==> src/rtl/display_source_arbiter_pkg.sv <==
// display_pkg: the source codes and the arbiter state encoding. They are
// shared with the display driver and the game FSM. The width helper sizes
// the down-counters.
package display_pkg;

  localparam int unsigned VAL_W = 14;

  localparam logic [1:0] SRC_SCORE = 2'd0;
  localparam logic [1:0] SRC_COMBO = 2'd1;
  localparam logic [1:0] SRC_BEST  = 2'd2;

  // State codes match the source codes, so disp_src can be taken straight
  // from the state.
  typedef enum logic [1:0] {
    SHOW_SCORE = 2'd0,
    SHOW_COMBO = 2'd1,
    SHOW_BEST  = 2'd2
  } state_t;

  // Bits needed for a counter that holds 0..n-1. Never returns less than 1.
  function automatic int unsigned cnt_width(input int unsigned n);
    return (n > 1) ? $clog2(n) : 1;
  endfunction

endpackage

==> src/rtl/display_source_arbiter_disp_hold_timer.sv <==
// disp_hold_timer: a loadable down-counter that saturates at zero.
// Ports:
//   switchClk  clock
//   rst        synchronous active-high reset (count clears to 0)
//   load       load load_val (load wins over dec)
//   load_val   reload value, W bits
//   dec        decrement when the count is nonzero
//   zero       count == 0
module disp_hold_timer
  import display_pkg::*;
#(
  parameter int unsigned MAX_COUNT = 2000,
  parameter int unsigned W         = cnt_width(MAX_COUNT)
) (
  input  logic         switchClk,
  input  logic         rst,
  input  logic         load,
  input  logic [W-1:0] load_val,
  input  logic         dec,
  output logic         zero
);

  logic [W-1:0] count;

  always_ff @(posedge switchClk) begin
    if (rst)                     count <= '0;
    else if (load)               count <= load_val;
    else if (dec && count != '0) count <= count - W'(1);
  end

  assign zero = (count == '0);

endmodule

==> src/rtl/display_source_arbiter.sv <==
// display_source_arbiter: chooses what the 4-digit score display shows.
// There are three sources, listed from highest to lowest priority:
//   best score while over_req is high > transient combo message > live score.
// All outputs are registered and clamped to MAX_VAL.
// Optional feature: define DISPLAY_ARB_BLINK_EN to make the display blink
// during game over.
// Ports:
//   switchClk   display digit-switch clock
//   rst         synchronous active-high reset
//   score       live game score
//   combo_req   1-cycle pulse that requests display of combo_val
//   combo_val   combo count, sampled only when combo_req is high
//   over_req    game-over level; best_val is shown while it is high
//   best_val    best score
//   disp_value  value sent to the 7-segment driver
//   disp_blank  tells the driver to blank all digits
//   disp_src    current source (SRC_SCORE/SRC_COMBO/SRC_BEST)
//   combo_ack   1-cycle pulse for each accepted combo request
module display_source_arbiter
  import display_pkg::*;
#(
  parameter int unsigned HOLD_TICKS  = 2000,
  parameter int unsigned BLINK_TICKS = 250,
  parameter int unsigned MAX_VAL     = 9999
) (
  input  logic             switchClk,
  input  logic             rst,
  input  logic [VAL_W-1:0] score,
  input  logic             combo_req,
  input  logic [VAL_W-1:0] combo_val,
  input  logic             over_req,
  input  logic [VAL_W-1:0] best_val,
  output logic [VAL_W-1:0] disp_value,
  output logic             disp_blank,
  output logic [1:0]       disp_src,
  output logic             combo_ack
);

  localparam int unsigned HOLD_W = cnt_width(HOLD_TICKS);
  localparam logic [HOLD_W-1:0] HOLD_LOAD = HOLD_W'(HOLD_TICKS - 1);

  function automatic logic [VAL_W-1:0] clamp(input logic [VAL_W-1:0] v);
    return (v > VAL_W'(MAX_VAL)) ? VAL_W'(MAX_VAL) : v;
  endfunction

  state_t           state_q, state_d;
  logic             accept;
  logic             hold_dec, hold_zero;
  logic [VAL_W-1:0] value_d;

  always_comb begin
    state_d = state_q;
    accept  = 1'b0;
    unique case (state_q)
      SHOW_SCORE: begin
        if (over_req) state_d = SHOW_BEST;
        else if (combo_req) begin
          accept  = 1'b1;
          state_d = SHOW_COMBO;
        end
      end
      SHOW_COMBO: begin
        if (over_req)       state_d = SHOW_BEST;
        else if (combo_req) accept  = 1'b1;
        else if (hold_zero) state_d = SHOW_SCORE;
      end
      SHOW_BEST: begin
        if (!over_req) state_d = SHOW_SCORE;
      end
      default: state_d = SHOW_SCORE;
    endcase
  end

  // The output register is loaded from the next state. This makes disp_src
  // and disp_value refer to the same source on every cycle. While a combo is
  // held, disp_value keeps its own value, so it acts as the combo latch.
  always_comb begin
    value_d = clamp(score);
    unique case (state_d)
      SHOW_BEST:  value_d = clamp(best_val);
      SHOW_COMBO: value_d = accept ? clamp(combo_val) : disp_value;
      default:    value_d = clamp(score);
    endcase
  end

  assign hold_dec = (state_q == SHOW_COMBO) && (state_d == SHOW_COMBO) && !accept;

  disp_hold_timer #(
    .MAX_COUNT (HOLD_TICKS),
    .W         (HOLD_W)
  ) u_hold (
    .switchClk (switchClk),
    .rst       (rst),
    .load      (accept),
    .load_val  (HOLD_LOAD),
    .dec       (hold_dec),
    .zero      (hold_zero)
  );

  always_ff @(posedge switchClk) begin
    if (rst) begin
      state_q    <= SHOW_SCORE;
      disp_value <= '0;
      disp_src   <= SRC_SCORE;
      combo_ack  <= 1'b0;
    end else begin
      state_q    <= state_d;
      disp_value <= value_d;
      disp_src   <= state_d;
      combo_ack  <= accept;
    end
  end

`ifdef DISPLAY_ARB_BLINK_EN
  localparam int unsigned BLINK_W = cnt_width(BLINK_TICKS);
  localparam logic [BLINK_W-1:0] BLINK_LOAD = BLINK_W'(BLINK_TICKS - 1);

  logic in_best, enter_best, blink_zero, blink_load;

  assign in_best    = (state_q == SHOW_BEST) && (state_d == SHOW_BEST);
  assign enter_best = (state_q != SHOW_BEST) && (state_d == SHOW_BEST);
  // The counter restarts on entry and at each half-period boundary. The
  // blank output toggles when the counter reaches zero.
  assign blink_load = enter_best || (in_best && blink_zero);

  disp_hold_timer #(
    .MAX_COUNT (BLINK_TICKS),
    .W         (BLINK_W)
  ) u_blink (
    .switchClk (switchClk),
    .rst       (rst),
    .load      (blink_load),
    .load_val  (BLINK_LOAD),
    .dec       (in_best),
    .zero      (blink_zero)
  );

  always_ff @(posedge switchClk) begin
    if (rst || !in_best) disp_blank <= 1'b0;
    else if (blink_zero) disp_blank <= ~disp_blank;
  end
`else
  logic unused_blink_cfg;
  assign unused_blink_cfg = ^BLINK_TICKS;
  assign disp_blank = 1'b0;
`endif

endmodule

==> config.mk <==
export PLATFORM = sky130hd
export DESIGN_NAME = display_source_arbiter
export DESIGN_NICKNAME = d
export VERILOG_FILES = /design/src/rtl/display_source_arbiter_pkg.sv /design/src/rtl/display_source_arbiter_disp_hold_timer.sv /design/src/rtl/display_source_arbiter.sv
export SDC_FILE = /design/constraint.sdc
export NUM_CORES = 1
export LEC_CHECK = 0
export CAP_MARGIN = 20
export CELL_PAD_IN_SITES_DETAIL_PLACEMENT = 0
export CELL_PAD_IN_SITES_GLOBAL_PLACEMENT = 1
export CORE_MARGIN = 5
export CORE_UTILIZATION = 32
export CTS_BUF_LIST = sky130_fd_sc_hd__clkbuf_2
export DETAILED_ROUTE_END_ITERATION = 12
export HOLD_SLACK_MARGIN = 0.12
export PLACE_DENSITY = 0.84
export RECOVER_POWER = 50
export SLEW_MARGIN = 20
export SYNTH_ARGS = -nofsm -noshare
export SYNTH_HDL_FRONTEND = slang
export SYNTH_SLANG_ARGS = --single-unit
==> constraint.sdc <==
create_clock -name switchClk -period 2.98 [get_ports switchClk]
set_input_delay 0.745 -clock switchClk [delete_from_list [all_inputs] [get_ports switchClk]]
set_output_delay 0.745 -clock switchClk [all_outputs]
set_load 0.02 [all_outputs]
==> results.txt <==
hpwl dp = 4.58 mm
Final setup violation count = 0
Max Transition Viols Final = 0
cts bufs inserted = 3
detailed-route via count = 1912
DR WL/cell = 16.0 microns
Worst Path Required = 3.31 ns
Async S/R FF share, synth = 0%
reg-to-reg slack, setup = 0.26 ns
via/cell ratio = 5.37
DRT Pass-1 Iters = 4
Buffers on Ports = 62
clk_skew = 0.0170 ns
largest net degree at the start of global routing = 16
diode count = 0
syn nets = 260
CTS hold repair buffers = 0
Layout Nets = 336
Peak VDD IR = 142 uV
worst-skew pair later-pin latency = 0.38 ns
Setup WS post-layout = 0.258 ns
DIE WIDTH = 83.2 microns
final hold slack = 0.493 ns
first-pass GRT wire length = 9.56 mm
Iter 0 DRT Violations = 170
CP Launch Type = register
syn_area_per_cell = 8.12 sq um
row cnt = 26
top cell type's share of synthesized area = 32.7%
H-Tree Depth = 1
Most used DFF post-synth = dfxtp_1
Hold Vio Cnt, Final = 0
crit end category = register
clk root buf = clkbuf_2
PwrDens = 360 nW/um^2
Min-Delay Path Class = register to register
RSZ-0062 raised after global routing = false
Tcrit/Tclk final = 91.3%
vias in the first global route = 1920
Yosys warnings = 0
initial antenna violation count = 0
Final ANT Viol Nets = 0
Fmax achieved = 0.367 GHz
Reg clk slew, reported paths = 0.29 ns
EDFF count, synth = 0
Synth Instances = 211
CP arrival = 3.05 ns
Worst Path Max Fanout = 7
GP Congestion = 0.853
die area = 6920 sq um
CTS tree = yes
total of max-cap violations = 0
post-route minimum period = 2.72 ns
area leader, netlist = dfxtp_1
total congestion overflow = 0
Residual DRC = 0
io pins = 64
post-synthesis sequential area ratio = 32.7%
area delta synth->final = 47.1%
critical path type = register to register
initial core utilization = 33.3%
setup TNS = 0 ns
die height = 83.2 microns
GRT Util Overall = 16.4%
Max clock buf depth = 2
Yosys cell types = 45
dpl ws = 0.123 ns
Lkg Pwr = 0.000971 uW
layout cells sized above 1 = 9.44%
Mapped Area = 1710 sq um
synthesized flop and latch total = 28
top post-synthesis cells by area = dfxtp_1 (33%), a21oi_1 (3.8%), o21ai_0 (3.8%), nand4_1 (3.6%), a31oi_1 (3.3%)
Util after Layout = 49.1%
Clock Sinks = 28
Core ar. = 5140 sq um
final wirelength = 5.71 mm
status = complete, no violations
-- Yosys cell counts (2+ instances only) --
library cell,number
nor3_1,5
buf_4,3
inv_1,12
dfxtp_1,28
nor2_1,11
nand3b_1,4
or3_1,7
a21oi_1,13
nand3_1,11
o211a_1,2
a211oi_1,2
o21ai_0,13
buf_2,2
o31ai_1,2
a22oi_1,3
o221ai_1,5
o311ai_0,4
nand2_1,14
o2111a_1,2
o211ai_1,6
clkbuf_1,5
ha_1,3
or3b_2,2
nor4_1,3
nand4_1,10
nor4_2,2
mux2i_1,3
nor2b_1,3
a311oi_1,3
a31oi_1,9
nand2b_1,3
or4_1,2
a41oi_1,2
-- worst max-delay path, cell delays in order, from the launching register on --
cell     delay [ns]
dfxtp_1        0.51
inv_1          0.07
ha_1           0.21
nor3b_1        0.15
nand3_1        0.12
a21oi_1        0.10
nor3_1         0.23
ha_2           0.28
and3b_1        0.29
nand2_1        0.12
or4_1          0.47
a21oi_1        0.14
-- sequential cells by signal, summed over array words and instances, names as in the netlist --
name,cells
disp_value,14
state_q,2
u_hold.count,11
combo_ack,1
-- per-stage QoR --
step	std cells	cell area, sq um	total power [uW]
2_1_floorplan	211	1710	592
3_3_place_gp	352	2510	770
3_5_place_dp	352	2510	773
4_1_cts	356	2530	927
5_1_grt	356	2520	970
6_report	356	2520	908
-- cell type report --
| class | count | area (sq um) |
|---|---|---|
| Clock buffer | 3 | 15.0 |
| Fill cell | 546 | 2620 |
| Clock inverter | 1 | 3.75 |
| Inverter | 12 | 45.0 |
| Sequential cell | 28 | 561 |
| Timing Repair Buffer | 81 | 756 |
| Tap cell | 70 | 87.6 |
| Multi-Input combinational cell | 161 | 1050 |
-- routing by layer --
layer	track usage (%)	routed length [microns]	vias up
li1	-	-	977
met1	21.7	2600	879
met2	27.7	2780	50
met3	1.88	257	6
met4	5.50	73	0
met5	0	0	-
-- report_power, final --
group	switching, uW	leakage [uW]	internal (uW)
clock network	122	0.0000140	29.1
logic	161	0.000726	166
registers	23.5	0.000231	406
-- cells by family after synthesis --
| family | after synthesis | synth area share [%] |
|---|---|---|
| and+or+nand+nor | 84 | 29.1 |
| AOI/OAI and AO/OA | 70 | 28.5 |
| DFF | 28 | 32.7 |
| buffers and inverters | 22 | 5.62 |
| muxes | 3 | 1.75 |
| adders and majority gates | 3 | 2.19 |
| other | 1 | 0.219 |
-- timing repair --
item | in CTS | in global routing
gates resized for setup | 0 | 1
buffers inserted | 0 | 0
endpoints found under the setup margin | 0 | 2
-- worst paths after layout --
| check | cells past startpoint | startpoint | to |
|---|---|---|---|
| worst max-delay path | 11 | u_hold.count[0] | u_hold.count[4] |
| worst min-delay path | 2 | disp_value[8] | disp_value[8] |
| worst max register to register | 11 | u_hold.count[0] | u_hold.count[4] |
| worst min register to register | 2 | disp_value[8] | disp_value[8] |
-- placed cells by master (no fill, tap or decap), types with 4 or more instances in the layout --
cell	Yosys	layout
clkdlybuf4s50_1	0	45
dfxtp_1	28	28
dlygate4sd3_1	0	17
buf_4	3	17
nand2_1	14	14
a21oi_1	13	13
o21ai_0	13	13
inv_1	12	12
nand3_1	11	11
nor2_1	11	11
nand4_1	10	10
a31oi_1	9	9
or3_1	7	7
o211ai_1	6	6
nor3_1	5	5
o221ai_1	5	5
nand3b_1	4	4
nor4_1	3	4
o311ai_0	4	4
Power figures use the tool's default switching activity.
